==> src/rtl/inst_axi_bridge_pkg.sv <==
// Shared constants and types for the instruction-side sram-to-AXI read bridge.
package inst_axi_bridge_pkg;

   localparam logic [7:0] AXI_LEN_SINGLE = 8'd0;
   localparam logic [2:0] AXI_SIZE_WORD  = 3'd2;
   localparam logic [1:0] AXI_BURST_INCR = 2'b01;

   typedef enum logic {
      AR_IDLE = 1'b0,
      AR_BUSY = 1'b1
   } ar_state_t;

   function automatic logic [31:0] word_align(input logic [31:0] addr);
      return {addr[31:2], 2'b00};
   endfunction

endpackage

==> src/rtl/inst_axi_bridge_if.sv <==
// Bus bundles for the bridge: IF-side sram-like fetch port and AXI4 read (AR/R) channels.
interface inst_sram_if;
   logic        inst_sram_req;
   logic [3:0]  inst_sram_wen;
   logic [31:0] inst_sram_addr;
   logic [31:0] inst_sram_wdata;
   logic        inst_sram_addr_ok;
   logic        inst_sram_data_ok;
   logic [31:0] inst_sram_rdata;

   modport master (
      output inst_sram_req, inst_sram_wen, inst_sram_addr, inst_sram_wdata,
      input  inst_sram_addr_ok, inst_sram_data_ok, inst_sram_rdata
   );
   modport slave (
      input  inst_sram_req, inst_sram_wen, inst_sram_addr, inst_sram_wdata,
      output inst_sram_addr_ok, inst_sram_data_ok, inst_sram_rdata
   );
endinterface

interface axi_rd_if;
   logic [3:0]  arid;
   logic [31:0] araddr;
   logic [7:0]  arlen;
   logic [2:0]  arsize;
   logic [1:0]  arburst;
   logic [1:0]  arlock;
   logic [3:0]  arcache;
   logic [2:0]  arprot;
   logic        arvalid;
   logic        arready;
   logic [3:0]  rid;
   logic [1:0]  rresp;
   logic        rlast;
   logic [31:0] rdata;
   logic        rvalid;
   logic        rready;

   modport master (
      output arid, araddr, arlen, arsize, arburst, arlock, arcache, arprot, arvalid, rready,
      input  arready, rid, rresp, rlast, rdata, rvalid
   );
   modport slave (
      input  arid, araddr, arlen, arsize, arburst, arlock, arcache, arprot, arvalid, rready,
      output arready, rid, rresp, rlast, rdata, rvalid
   );
endinterface

==> src/rtl/inst_axi_bridge_rbuf.sv <==
// One-entry R capture register: re-times data_ok/rdata one cycle after the R beat.
module inst_axi_rbuf (
   input  logic        clk,
   input  logic        resetn,
   input  logic        beat,
   input  logic [31:0] beat_data,
   output logic        data_ok,
   output logic [31:0] rdata
);

   always_ff @(posedge clk) begin
      if (!resetn) begin
         data_ok <= 1'b0;
         rdata   <= '0;
      end else begin
         data_ok <= beat;
         if (beat) rdata <= beat_data;
      end
   end

endmodule

==> src/rtl/inst_axi_bridge.sv <==
// Instruction fetch bridge: sram-like requests -> single-beat AXI4 reads, data returned in order.
// Define INST_AXI_RBUF_EN to register the R beat before data_ok (+1 cycle latency).
module inst_axi_bridge
   import inst_axi_bridge_pkg::*;
#(
   parameter int unsigned MAX_OUTST = 2,
   parameter logic [3:0]  ARID_VAL  = 4'h0
) (
   input  logic      clk,
   input  logic      resetn,
   inst_sram_if.slave sram,
   axi_rd_if.master   axi
);

   localparam int unsigned CW = $clog2(MAX_OUTST + 1);

   ar_state_t     ar_state, ar_state_nxt;
   logic [31:0]   araddr_q;
   logic [CW-1:0] outst_cnt;
   logic          rready_q;
   logic          ar_busy, slot_free, addr_ok, accept;
   logic          ar_fire, r_fire, r_done;
   logic [31:0]   occupancy;
   logic          data_ok;
   logic [31:0]   rdata_out;
   logic          unused_ok;

   assign ar_busy   = (ar_state == AR_BUSY);
   assign occupancy = 32'(outst_cnt) + 32'(ar_busy);
   assign slot_free = !ar_busy && (occupancy < MAX_OUTST);
   assign addr_ok   = sram.inst_sram_req && slot_free;
   assign accept    = addr_ok;

   assign ar_fire = ar_busy && axi.arready;
   assign r_fire  = axi.rvalid && rready_q;
   // a stray beat with nothing outstanding must not wrap the counter
   assign r_done  = r_fire && axi.rlast && (outst_cnt != '0);

   always_comb begin
      ar_state_nxt = ar_state;
      case (ar_state)
         AR_IDLE: if (accept)      ar_state_nxt = AR_BUSY;
         AR_BUSY: if (axi.arready) ar_state_nxt = AR_IDLE;
      endcase
   end

   always_ff @(posedge clk) begin
      if (!resetn) ar_state <= AR_IDLE;
      else         ar_state <= ar_state_nxt;
   end

   always_ff @(posedge clk) begin
      if (!resetn)     araddr_q <= '0;
      else if (accept) araddr_q <= word_align(sram.inst_sram_addr);
   end

   always_ff @(posedge clk) begin
      if (!resetn)                outst_cnt <= '0;
      else if (ar_fire && !r_done) outst_cnt <= outst_cnt + CW'(1);
      else if (!ar_fire && r_done) outst_cnt <= outst_cnt - CW'(1);
   end

   always_ff @(posedge clk) begin
      if (!resetn) rready_q <= 1'b0;
      else         rready_q <= 1'b1;
   end

   r_beat_has_owner: assert property (@(posedge clk) disable iff (!resetn)
      r_fire |-> (outst_cnt != '0));

`ifdef INST_AXI_RBUF_EN
   inst_axi_rbuf u_rbuf (
      .clk       (clk),
      .resetn    (resetn),
      .beat      (r_fire),
      .beat_data (axi.rdata),
      .data_ok   (data_ok),
      .rdata     (rdata_out)
   );
`else
   assign data_ok   = r_fire;
   assign rdata_out = r_fire ? axi.rdata : '0;
`endif

   assign sram.inst_sram_addr_ok = addr_ok;
   assign sram.inst_sram_data_ok = data_ok;
   assign sram.inst_sram_rdata   = rdata_out;

   assign axi.arid    = ARID_VAL;
   assign axi.araddr  = araddr_q;
   assign axi.arlen   = AXI_LEN_SINGLE;
   assign axi.arsize  = AXI_SIZE_WORD;
   assign axi.arburst = AXI_BURST_INCR;
   assign axi.arlock  = '0;
   assign axi.arcache = '0;
   assign axi.arprot  = '0;
   assign axi.arvalid = ar_busy;
   assign axi.rready  = rready_q;

   assign unused_ok = ^{sram.inst_sram_wen, sram.inst_sram_wdata, sram.inst_sram_addr[1:0],
                        axi.rid, axi.rresp};

endmodule

==> src/flat_wrapper.sv <==
// flat-port wrapper written by rule: the top's interface ports become plain ports
module inst_axi_bridge_flat import inst_axi_bridge_pkg::*;
#(
   parameter int unsigned MAX_OUTST = 2,
   parameter logic [3:0]  ARID_VAL  = 4'h0
)
  (clk, resetn, sram_inst_sram_req, sram_inst_sram_wen, sram_inst_sram_addr, sram_inst_sram_wdata, sram_inst_sram_addr_ok, sram_inst_sram_data_ok, sram_inst_sram_rdata, axi_arid, axi_araddr, axi_arlen, axi_arsize, axi_arburst, axi_arlock, axi_arcache, axi_arprot, axi_arvalid, axi_rready, axi_arready, axi_rid, axi_rresp, axi_rlast, axi_rdata, axi_rvalid);
  inst_sram_if sram_i ();
  axi_rd_if axi_i ();
  input  logic clk;
  input  logic resetn;
  input wire logic [$bits(sram_i.inst_sram_req)-1:0] sram_inst_sram_req;
  input wire logic [$bits(sram_i.inst_sram_wen)-1:0] sram_inst_sram_wen;
  input wire logic [$bits(sram_i.inst_sram_addr)-1:0] sram_inst_sram_addr;
  input wire logic [$bits(sram_i.inst_sram_wdata)-1:0] sram_inst_sram_wdata;
  output wire logic [$bits(sram_i.inst_sram_addr_ok)-1:0] sram_inst_sram_addr_ok;
  output wire logic [$bits(sram_i.inst_sram_data_ok)-1:0] sram_inst_sram_data_ok;
  output wire logic [$bits(sram_i.inst_sram_rdata)-1:0] sram_inst_sram_rdata;
  output wire logic [$bits(axi_i.arid)-1:0] axi_arid;
  output wire logic [$bits(axi_i.araddr)-1:0] axi_araddr;
  output wire logic [$bits(axi_i.arlen)-1:0] axi_arlen;
  output wire logic [$bits(axi_i.arsize)-1:0] axi_arsize;
  output wire logic [$bits(axi_i.arburst)-1:0] axi_arburst;
  output wire logic [$bits(axi_i.arlock)-1:0] axi_arlock;
  output wire logic [$bits(axi_i.arcache)-1:0] axi_arcache;
  output wire logic [$bits(axi_i.arprot)-1:0] axi_arprot;
  output wire logic [$bits(axi_i.arvalid)-1:0] axi_arvalid;
  output wire logic [$bits(axi_i.rready)-1:0] axi_rready;
  input wire logic [$bits(axi_i.arready)-1:0] axi_arready;
  input wire logic [$bits(axi_i.rid)-1:0] axi_rid;
  input wire logic [$bits(axi_i.rresp)-1:0] axi_rresp;
  input wire logic [$bits(axi_i.rlast)-1:0] axi_rlast;
  input wire logic [$bits(axi_i.rdata)-1:0] axi_rdata;
  input wire logic [$bits(axi_i.rvalid)-1:0] axi_rvalid;
  assign sram_i.inst_sram_req = sram_inst_sram_req;
  assign sram_i.inst_sram_wen = sram_inst_sram_wen;
  assign sram_i.inst_sram_addr = sram_inst_sram_addr;
  assign sram_i.inst_sram_wdata = sram_inst_sram_wdata;
  assign sram_inst_sram_addr_ok = sram_i.inst_sram_addr_ok;
  assign sram_inst_sram_data_ok = sram_i.inst_sram_data_ok;
  assign sram_inst_sram_rdata = sram_i.inst_sram_rdata;
  assign axi_arid = axi_i.arid;
  assign axi_araddr = axi_i.araddr;
  assign axi_arlen = axi_i.arlen;
  assign axi_arsize = axi_i.arsize;
  assign axi_arburst = axi_i.arburst;
  assign axi_arlock = axi_i.arlock;
  assign axi_arcache = axi_i.arcache;
  assign axi_arprot = axi_i.arprot;
  assign axi_arvalid = axi_i.arvalid;
  assign axi_rready = axi_i.rready;
  assign axi_i.arready = axi_arready;
  assign axi_i.rid = axi_rid;
  assign axi_i.rresp = axi_rresp;
  assign axi_i.rlast = axi_rlast;
  assign axi_i.rdata = axi_rdata;
  assign axi_i.rvalid = axi_rvalid;
  inst_axi_bridge #(.MAX_OUTST(MAX_OUTST), .ARID_VAL(ARID_VAL)) u_core (.clk(clk), .resetn(resetn), .sram(sram_i), .axi(axi_i));
endmodule
==> config.mk <==
export PLATFORM = sky130hd
export DESIGN_NAME = inst_axi_bridge_flat
export DESIGN_NICKNAME = d
export VERILOG_FILES = /design/src/rtl/inst_axi_bridge_pkg.sv /design/src/rtl/inst_axi_bridge_if.sv /design/src/rtl/inst_axi_bridge_rbuf.sv /design/src/rtl/inst_axi_bridge.sv /design/src/flat_wrapper.sv
export SDC_FILE = /design/constraint.sdc
export NUM_CORES = 1
export LEC_CHECK = 0
export BUFFER_PORTS_ARGS = -buffer_cell sky130_fd_sc_hd__buf_4
export CAP_MARGIN = 20
export CORE_MARGIN = 4
export CORE_UTILIZATION = 35
export DETAILED_ROUTE_END_ITERATION = 10
export PLACE_DENSITY = 0.79
export SLEW_MARGIN = 10
export SYNTH_ARGS = -nofsm -noshare
export SYNTH_HDL_FRONTEND = slang
export SYNTH_SLANG_ARGS = --single-unit
==> constraint.sdc <==
create_clock -name clk -period 1.9 [get_ports clk]
set_clock_uncertainty 0.1 [all_clocks]
set_input_delay 0.095 -clock clk [delete_from_list [all_inputs] [get_ports clk]]
set_output_delay 0.095 -clock clk [all_outputs]
set_load 0.02 [all_outputs]
# == Word level (Yosys, flattened, before mapping) ==
# Cells that the tools add are included.
# word_totals
in_bits,112
output_inout_bits,94
regBits,34
word_cells,29
# op_classes
magnitude_cmp,1
muxes,7
bitwise_logic,1
n_reduce_logical,13
add_sub_neg,3
# op_table
operator,n
"32-bit by 2-bit less-than comparator with 1-bit output, second input constant",1
32-bit 2-to-1 mux,1
1-bit logical AND,8
2-bit 2-to-1 mux,2
2-bit nonzero test,2
2-bit by 1-bit adder with 3-bit output,1
1-bit logical NOT,3
1-bit 2-to-1 mux,3
"2-bit by 1-bit adder with 2-bit output, second input constant",1
1-bit case mux with 2 select lines,1
"2-bit by 1-bit subtractor with 2-bit output, second input constant",1
1-bit NOT,1

# == Longest topological paths before layout ==
# Gate-level depths: netlist (run 1).
# logic_depth
word_depth,6
mapped_depth,6
depth_no_buf,6

# == Worst setup path before layout (run 1) ==
# OpenSTA, ideal clock, no wires.
# synth_path
path_type,flip-flop to flip-flop
start,"register u_core.rready_q, in the netlist u_core.axi.rready"
end,register u_core.outst_cnt[1]
path_stages_with_launch,6
setup_ps,76
required_time_ps,1724
arrival_ps,1714
synth_period_minus_slack_ps,1889
slack_ps,11
path_cell_list,dfxtp_1 -> and2_1 -> o211ai_1 -> ha_1 -> or3_1 -> a21boi_0
# synth_via
elab_chain_cells,6
# synth_rtl
item,line_no,rtl
"start, declared",inst_axi_bridge.sv:20,logic rready_q;
"start signal, assigned",inst_axi_bridge.sv:64,if (!resetn) rready_q <= 1'b0;
"start signal, assigned",inst_axi_bridge.sv:65,else rready_q <= 1'b1;
1-bit logical AND *,inst_axi_bridge.sv:35,assign r_fire = axi.rvalid && rready_q;
named net sram_inst_sram_data_ok,flat_wrapper.sv:17,output wire logic [$bits(sram_i.inst_sram_data_ok)-1:0] sram_inst_sram_data_ok;
1-bit logical AND * (2 in a row),inst_axi_bridge.sv:37,assign r_done = r_fire && axi.rlast && (outst_cnt != '0);
1-bit logical NOT,inst_axi_bridge.sv:59,else if (ar_fire && !r_done) outst_cnt <= outst_cnt + CW'(1);
1-bit logical AND,inst_axi_bridge.sv:59,
2-bit 2-to-1 mux or 2-bit nonzero test (tied branches),-,
"end signal, assigned",inst_axi_bridge.sv:59,
"end signal, assigned",inst_axi_bridge.sv:60,else if (!ar_fire && r_done) outst_cnt <= outst_cnt - CW'(1);
"end, declared",inst_axi_bridge.sv:19,logic [CW-1:0] outst_cnt;
# The timed path passes the listed nets; every way through them passes the cells marked *.
# A chain may end at the register's enable or synchronous reset.

# == Worst setup path after layout (run 1) ==
# layout_path
start,register u_core.outst_cnt[1]
end,output sram_inst_sram_addr_ok
# layout_via
elab_chain_cells,4
# layout_rtl
item,line_no,rtl
2-bit by 1-bit adder with 3-bit output,inst_axi_bridge.sv:29,assign occupancy = 32'(outst_cnt) + 32'(ar_busy);
32-bit by 2-bit less-than comparator with 1-bit output,inst_axi_bridge.sv:30,assign slot_free = !ar_busy && (occupancy < MAX_OUTST);
1-bit logical AND,inst_axi_bridge.sv:30,
1-bit logical AND,inst_axi_bridge.sv:31,assign addr_ok = sram.inst_sram_req && slot_free;
"end, declared",flat_wrapper.sv:16,output wire logic [$bits(sram_i.inst_sram_addr_ok)-1:0] sram_inst_sram_addr_ok;
# Every way passes these cells.

==> results of run 1 <==
[cells in the mapped netlist (2+ instances only)]
cell      count  area share [%]
dfxtp_1      34              35
and3_1       32              10
nand2_1      31             5.9
a21boi_2     29              17
nand2_2      29             9.3
buf_4        28              11
clkbuf_1      9             1.7
a21boi_0      3             1.2
and2_1        3            0.96
buf_12        3             3.1
buf_2         3            0.77
conb_1        2            0.38
[area by class of cell]
type / count / area [um2]
clock buffer: 6 / 82.6
clock inverter: 2 / 12.5
tap: 70 / 87.6
inverter: 1 / 8.76
fill: 455 / 2030
timing repair buffer: 167 / 1330
multi-input combinational: 163 / 1030
sequential: 34 / 681
[cells by family after synthesis]
| logic type | count (synthesis) |
|---|---|
| and+or+nand+nor | 98 |
| buffers and inverters | 45 |
| AOI/OAI and AO/OA | 34 |
| DFF | 34 |
| xor gates and xnor gates | 2 |
| other | 2 |
| adders and majority gates | 1 |
[report_power, final]
| part | internal [mW] | switching [mW] |
|---|---|---|
| Clock | 0.291 | 0.263 |
| Combinational | 0.318 | 0.361 |
| Sequential | 0.767 | 0.0297 |
[through the flow]
step           area (um2)  hold slack [ns]
6_report             3240           0.0240
5_1_grt              3240           0.0316
4_1_cts              3240          0.00929
3_5_place_dp         2830            0.246
3_3_place_gp         2830            0.242
2_1_floorplan        2050           0.0227
[metal layers]
layer,wire [um],up-vias
met4,52,0
met2,3160,96
met3,586,6
met5,0,-
met1,2070,848
li1,-,961
[sequential cells by signal (all words and copies together) (netlist names)]
signal,cells
u_core.axi.araddr,30
u_core.axi.arvalid,1
u_core.axi.rready,1
u_core.outst_cnt,2
[worst reg2reg max path: cells and delay by family, from the launching register on]
kind / cells / cell delay [ns]
and+or+nand+nor: 2 / 0.54
AOI/OAI and AO/OA: 2 / 0.27
adders and majority gates: 1 / 0.32
DFF: 1 / 0.32
[repair_timing]
action | in CTS | in global routing
hold buffers | 31 | 0
setup buffers | 0 | 0
endpoints found under the hold margin | 31 | 0
setup endpoints to repair | 0 | 0
[path summary, 6_finish.rpt]
check	cells after the start	slack [ns]	end	startpoint
setup reg to reg	5	0.28	u_core.outst_cnt[1]$_SDFFE_PN0P_	u_core.axi.rready$_DFF_P_
hold / removal	1	0.02	u_core.axi.rready$_DFF_P_	resetn
hold reg to reg	2	0.37	u_core.axi.araddr[6]$_SDFFE_PN0P_	u_core.axi.araddr[6]$_SDFFE_PN0P_
setup / recovery	3	0.14	sram_inst_sram_addr_ok	u_core.outst_cnt[1]$_SDFFE_PN0P_
==> run_results.csv, run 1 <==
group,metric,value,unit
drt,vias,1911,
cts,root_buffer,"clkbuf_8",
die,die_y,82.8,um
logic_synthesis,synth_edf_count,0,
global_routing,grt_util_met2,31.1,%
drt,vias_per_cell,4.31,
drt,first_pass_iters,4,
setup_path,cp_max_fo,31,
setup_path,worst_setup_path_end_kind,"output pin",
logic_synthesis,synth_xor_area_share,0.895,%
global_routing,grt_overflow,0,
logic_synthesis,netlist_area,1960,um2
cells_and_area,layout-drive-gt1-share,54.4,%
global_routing,grt_pass1_wl,8.48,mm
cells_and_area,mostFrequentLayoutCells,"136 x buf_4, 34 x dfxtp_1, 32 x and3_1",
drt,drt-total-wl,5.87,mm
cts,clk_path_buf_depth,2,
cts,cts_tree,"done",
logic_synthesis,synthMuxAreaShare,0,%
power,p_per_area,627,nW/um2
placed_design,place_inst,404,
logic_synthesis,yosysUniqueCellTypes,22,
power,vdd_drop_max,0.447,mV
drt,detail_route.iter0.violations,67,
cts,cts_max_level,2,
timing,fmax,0.567,GHz
timing,timing.final.crit_period,1.76,ns
power,total_power,2.03,mW
die,die-area,6850,um2
logic_synthesis,ys.flop_type,"dfxtp_1",
logic_synthesis,ys_warn_count,0,
logic_synthesis,synth-simple-area-share,27.5,%
timing,min_period_over_period,92.8,%
logic_synthesis,synth_seq_cells,34,
timing,final_hold_viol_count,0,
timing,setup_viol,0,
logic_synthesis,yosys.area_share.adder,0.639,%
timing,fin_ws,0.138,ns
setup_path,startpoint_type,"register",
setup_path,path_cells,"or3b_1, clkinv_4, buf_4",
flow_run,maxCapViolations,0,
cells_and_area,antennaDiodeCount,0,
setup_path,cp_data_arrival_time,1.57,ns
global_routing,met3_usage,5.08,%
cells_and_area,finalNonFillerCells,443,
die,core,5270,um2
global_routing,track_usage,16.3,%
power,leakagePower,1.63,nW
cells_and_area,layout_commonest_cell,"buf_4",
cts,worstSkewPairLatency,0.27,ns
cts,cts_made_buffers,5,
logic_synthesis,postSynthAreaPerCell,9.06,um2
timing,fin_setup_tns,0,ns
logic_synthesis,synth_compound_area_share,18.5,%
setup_path,critPathRequiredTime,1.70,ns
setup_path,crit_family,"buffers and inverters",
global_routing,top_usage_layer,"met2",
timing,finalMaxSlewViolations,0,
die,dieWidth,82.8,um
setup_path,crit_buf_inv,2,
cells_and_area,fin_util,61.4,%
cells_and_area,nNetsFinal,485,
setup_path,slowest_stage,"or3b_1",
logic_synthesis,async_flop_share,0,%
cts,ctsResizeCount,0,
die,rows,26,
drt,wl_per_cell,13.3,um
cells_and_area,syn2layout_area_growth,65.5,%
cts,clk_pin_slew,0.07,ns
min_path,hold_path_class,"input pin to register",
cts,clkSinkCount,34,
global_routing,grt_pass1_vias,1816,
status,status,"finished, final reports clean",
logic_synthesis,synth_top_family_by_area,"simple AND/OR/NAND/NOR gates",
placed_design,post-place-ws,0.275,ns
logic_synthesis,netlist_instances,216,
global_routing,antenna_found_initial,0,
placed_design,portBuffers,133,
drt,drcViolationCount,0,
timing,rsz0062_at_grt,"false",
setup_path,slowest_delay,0.44,ns
logic_synthesis,yosysSeqAreaShare,34.8,%
global_routing,grt_use_met1,17.3,%
setup_path,worstSetupPathType,"register to output pin",
placed_design,gp_congestion,0.636,
die,initial_utilization,37.1,%
global_routing,grt_max_degree,35,
placed_design,hpwl,4.06,mm
die,ios,206,
drt,ant_nets,0,
(Power assumes the default switching activity.)
==> run 2, diff against run 1 <==
Settings changed: CAP_MARGIN 20 to default, CORE_UTILIZATION 35 to 36, CTS_BUF_LIST from default to sky130_fd_sc_hd__clkbuf_8, PLACE_DENSITY 0.79 to 0.81, SYNTH_HIERARCHICAL from default to 1.
==> run 2 against run 1 <==
  * Worst setup slack better by 0.013 ns
  * Wire length is 1.4% lower
  * Highest routed layer unchanged
  * Utilization is 0.87 points higher
  * Sequential power hardly changed
  * Sequential share of layout area is 0.098 points higher
  * Sequential cell count stayed put
  * Synthesized area stayed put
  * Count of clock-buffer cells in the layout is 1 lower
==> run_results.csv, run 2 <==
group,metric,value,unit
drt,wl_per_cell,13.1,um
die,initial_utilization,37.8,%
timing,fmax,0.572,GHz
logic_synthesis,synth_top_family_by_area,"simple AND/OR/NAND/NOR gates",
die,die-area,6680,um2
setup_path,path_cells,"or3b_1, clkinv_4, buf_4",
global_routing,track_usage,16.2,%
timing,final_hold_viol_count,0,
cts,clk_path_buf_depth,2,
setup_path,critPathRequiredTime,1.70,ns
logic_synthesis,yosysTopAreaCellShare,34.8,%
drt,vias_per_cell,4.31,
placed_design,place_area,2830,um2
cells_and_area,layout-drive-gt1-share,54.0,%
global_routing,grt_pass1_vias,1846,
logic_synthesis,ys.flop_type,"dfxtp_1",
setup_path,cp_data_arrival_time,1.55,ns
cells_and_area,largest_reg_flops,30,
drt,drt-total-wl,5.79,mm
global_routing,grt_overflow,0,
drt,ant_nets,0,
timing,fin_setup_tns,0,ns
die,rows,26,
cts,cts_tree,"done",
die,die_y,81.7,um
timing,setup_viol,0,
cts,post_cts_buffers,0,
setup_path,slowest_delay,0.44,ns
logic_synthesis,yosysSeqAreaShare,34.8,%
cts,clkSinkCount,34,
cts,root_buffer,"clkbuf_8",
status,status,"finished, final reports clean",
flow_run,maxCapViolations,0,
setup_path,cp_max_fo,31,
logic_synthesis,synth_top_cell_by_area,"dfxtp_1",
logic_synthesis,synth_edf_count,0,
setup_path,crit_buf_inv,2,
min_path,hold_path_class,"input pin to register",
cells_and_area,nNetsFinal,485,
logic_synthesis,async_flop_share,0,%
logic_synthesis,synth_compound_area_share,18.5,%
die,ios,206,
die,dieWidth,81.7,um
setup_path,crit_family,"buffers and inverters",
cts,ctsResizeCount,0,
logic_synthesis,synth_commonest_cells,"34 x dfxtp_1, 32 x and3_1, 31 x nand2_1",
logic_synthesis,synthMuxAreaShare,0,%
global_routing,grt_max_degree,35,
cells_and_area,fillCellCount,431,
logic_synthesis,yosysUniqueCellTypes,22,
power,leakagePower,1.62,nW
cells_and_area,mostFrequentLayoutCells,"136 x buf_4, 34 x dfxtp_1, 32 x and3_1",
die,core,5170,um2
cts,worstSkewPairLatency,0.27,ns
setup_path,worst_setup_path_end_kind,"output pin",
logic_synthesis,postSynthAreaPerCell,9.06,um2
global_routing,antenna_found_initial,0,
placed_design,portBuffers,133,
placed_design,gp_congestion,0.636,
logic_synthesis,yosys.area_share.adder,0.639,%
cells_and_area,syn2layout_area_growth,64.7,%
logic_synthesis,synth_xor_area_share,0.895,%
drt,detail_route.iter0.violations,26,
timing,min_period_over_period,92.0,%
logic_synthesis,ys_warn_count,6,
cells_and_area,antennaDiodeCount,0,
setup_path,startpoint_type,"register",
placed_design,hpwl,4.15,mm
cts,clk_pin_slew,0.06,ns
global_routing,grt_pass1_wl,8.50,mm
cts,cts_max_level,2,
logic_synthesis,netlist_instances,216,
logic_synthesis,netlist_area,1960,um2
timing,timing.final.crit_period,1.75,ns
cells_and_area,layout_commonest_cell,"buf_4",
timing,rsz0062_at_grt,"false",
power,vdd_drop_max,0.541,mV
timing,finalMaxSlewViolations,0,
drt,vias,1907,
setup_path,worstSetupPathType,"register to output pin",
cells_and_area,design_area,3220,um2
power,p_per_area,611,nW/um2
cts,cts_made_buffers,5,
drt,first_pass_iters,4,
logic_synthesis,synth_seq_cells,34,
logic_synthesis,synth-simple-area-share,27.5,%
setup_path,slowest_stage,"or3b_1",
logic_synthesis,yosys-top-cells-area,"dfxtp_1 35%, a21boi_2 17%, buf_4 11%, and3_1 10%, nand2_2 9.3%",
drt,drcViolationCount,0,
logic_synthesis,synth_most_common_cell,"dfxtp_1",
run 2: through the flow:
| step | hold slack (ns) | setup slack [ns] | total power [mW] | util, % | instances |
|---|---|---|---|---|---|
| after detailed placement | 0.247 | 0.355 | 1.44 | 54.8 | 404 |
| after global routing | 0.0287 | 0.0775 | 2.09 | 62.3 | 442 |
| after floorplan | 0.0227 | 0.0349 | 1.25 | - | 242 |
| final | 0.0236 | 0.151 | 1.97 | 62.3 | 442 |
| after global placement | 0.242 | 0.388 | 1.43 | 54.8 | 404 |
| after CTS | 0.0168 | 0.117 | 1.99 | 62.3 | 442 |
run 2: kinds of logic (layout without fill, tap and decap cells):
kind of cell,count (synthesis),after routing
AO/OA/AOI/OAI,34,34
XOR/XNOR,2,2
flip-flops,34,34
other,2,28
adder cells (fa/ha/maj),1,1
buffers and inverters,45,175
AND/OR/NAND/NOR,98,98
run 2: layer usage:
layer | global-route usage, % | wire length (um)
met5 | 0 | 0
met4 | 3.16 | 19
met3 | 4.61 | 491
met2 | 32.0 | 3260
met1 | 16.7 | 2020
run 2: where the power goes:
group,switching (mW),internal (mW),leakage [nW]
clock,0.248,0.246,0.0414
combinational,0.361,0.318,1.30
sequential,0.0295,0.768,0.279
run 2: path summary, 6_finish.rpt:
check,cells after the start,end,from,slack (ns)
worst min-delay path,1,u_core/axi.rready$_DFF_P_,resetn,0.02
worst max-delay path,3,sram_inst_sram_addr_ok,u_core/outst_cnt[1]$_SDFFE_PN0P_,0.15
worst max register to register,5,u_core/outst_cnt[1]$_SDFFE_PN0P_,u_core/axi.rready$_DFF_P_,0.35
worst min register to register,2,u_core/axi.araddr[29]$_SDFFE_PN0P_,u_core/axi.araddr[29]$_SDFFE_PN0P_,0.37
run 2: layout make-up:
class	count	area [um2]	share of cell area, %
Clock buffer	5	68.8	2.14
Clock inverter	2	11.3	0.349
Inverter	1	8.76	0.272
Multi-Input combinational cell	163	1030	32.1
Sequential cell	34	681	21.1
Tap cell	70	87.6	2.72
Timing Repair Buffer	167	1330	41.3
run 2: repair_timing:
item,CTS,global route
endpoints found under the setup margin,0,0
hold endpoints to repair,31,0
hold buffers,31,0
run 2: worst reg2reg max path, cell delays in order, from the launching register on:
cell and delay [ns]:
dfxtp_1 0.32, and2_1 0.14, o211ai_1 0.09, ha_1 0.32, or3_1 0.35, a21boi_0 0.16
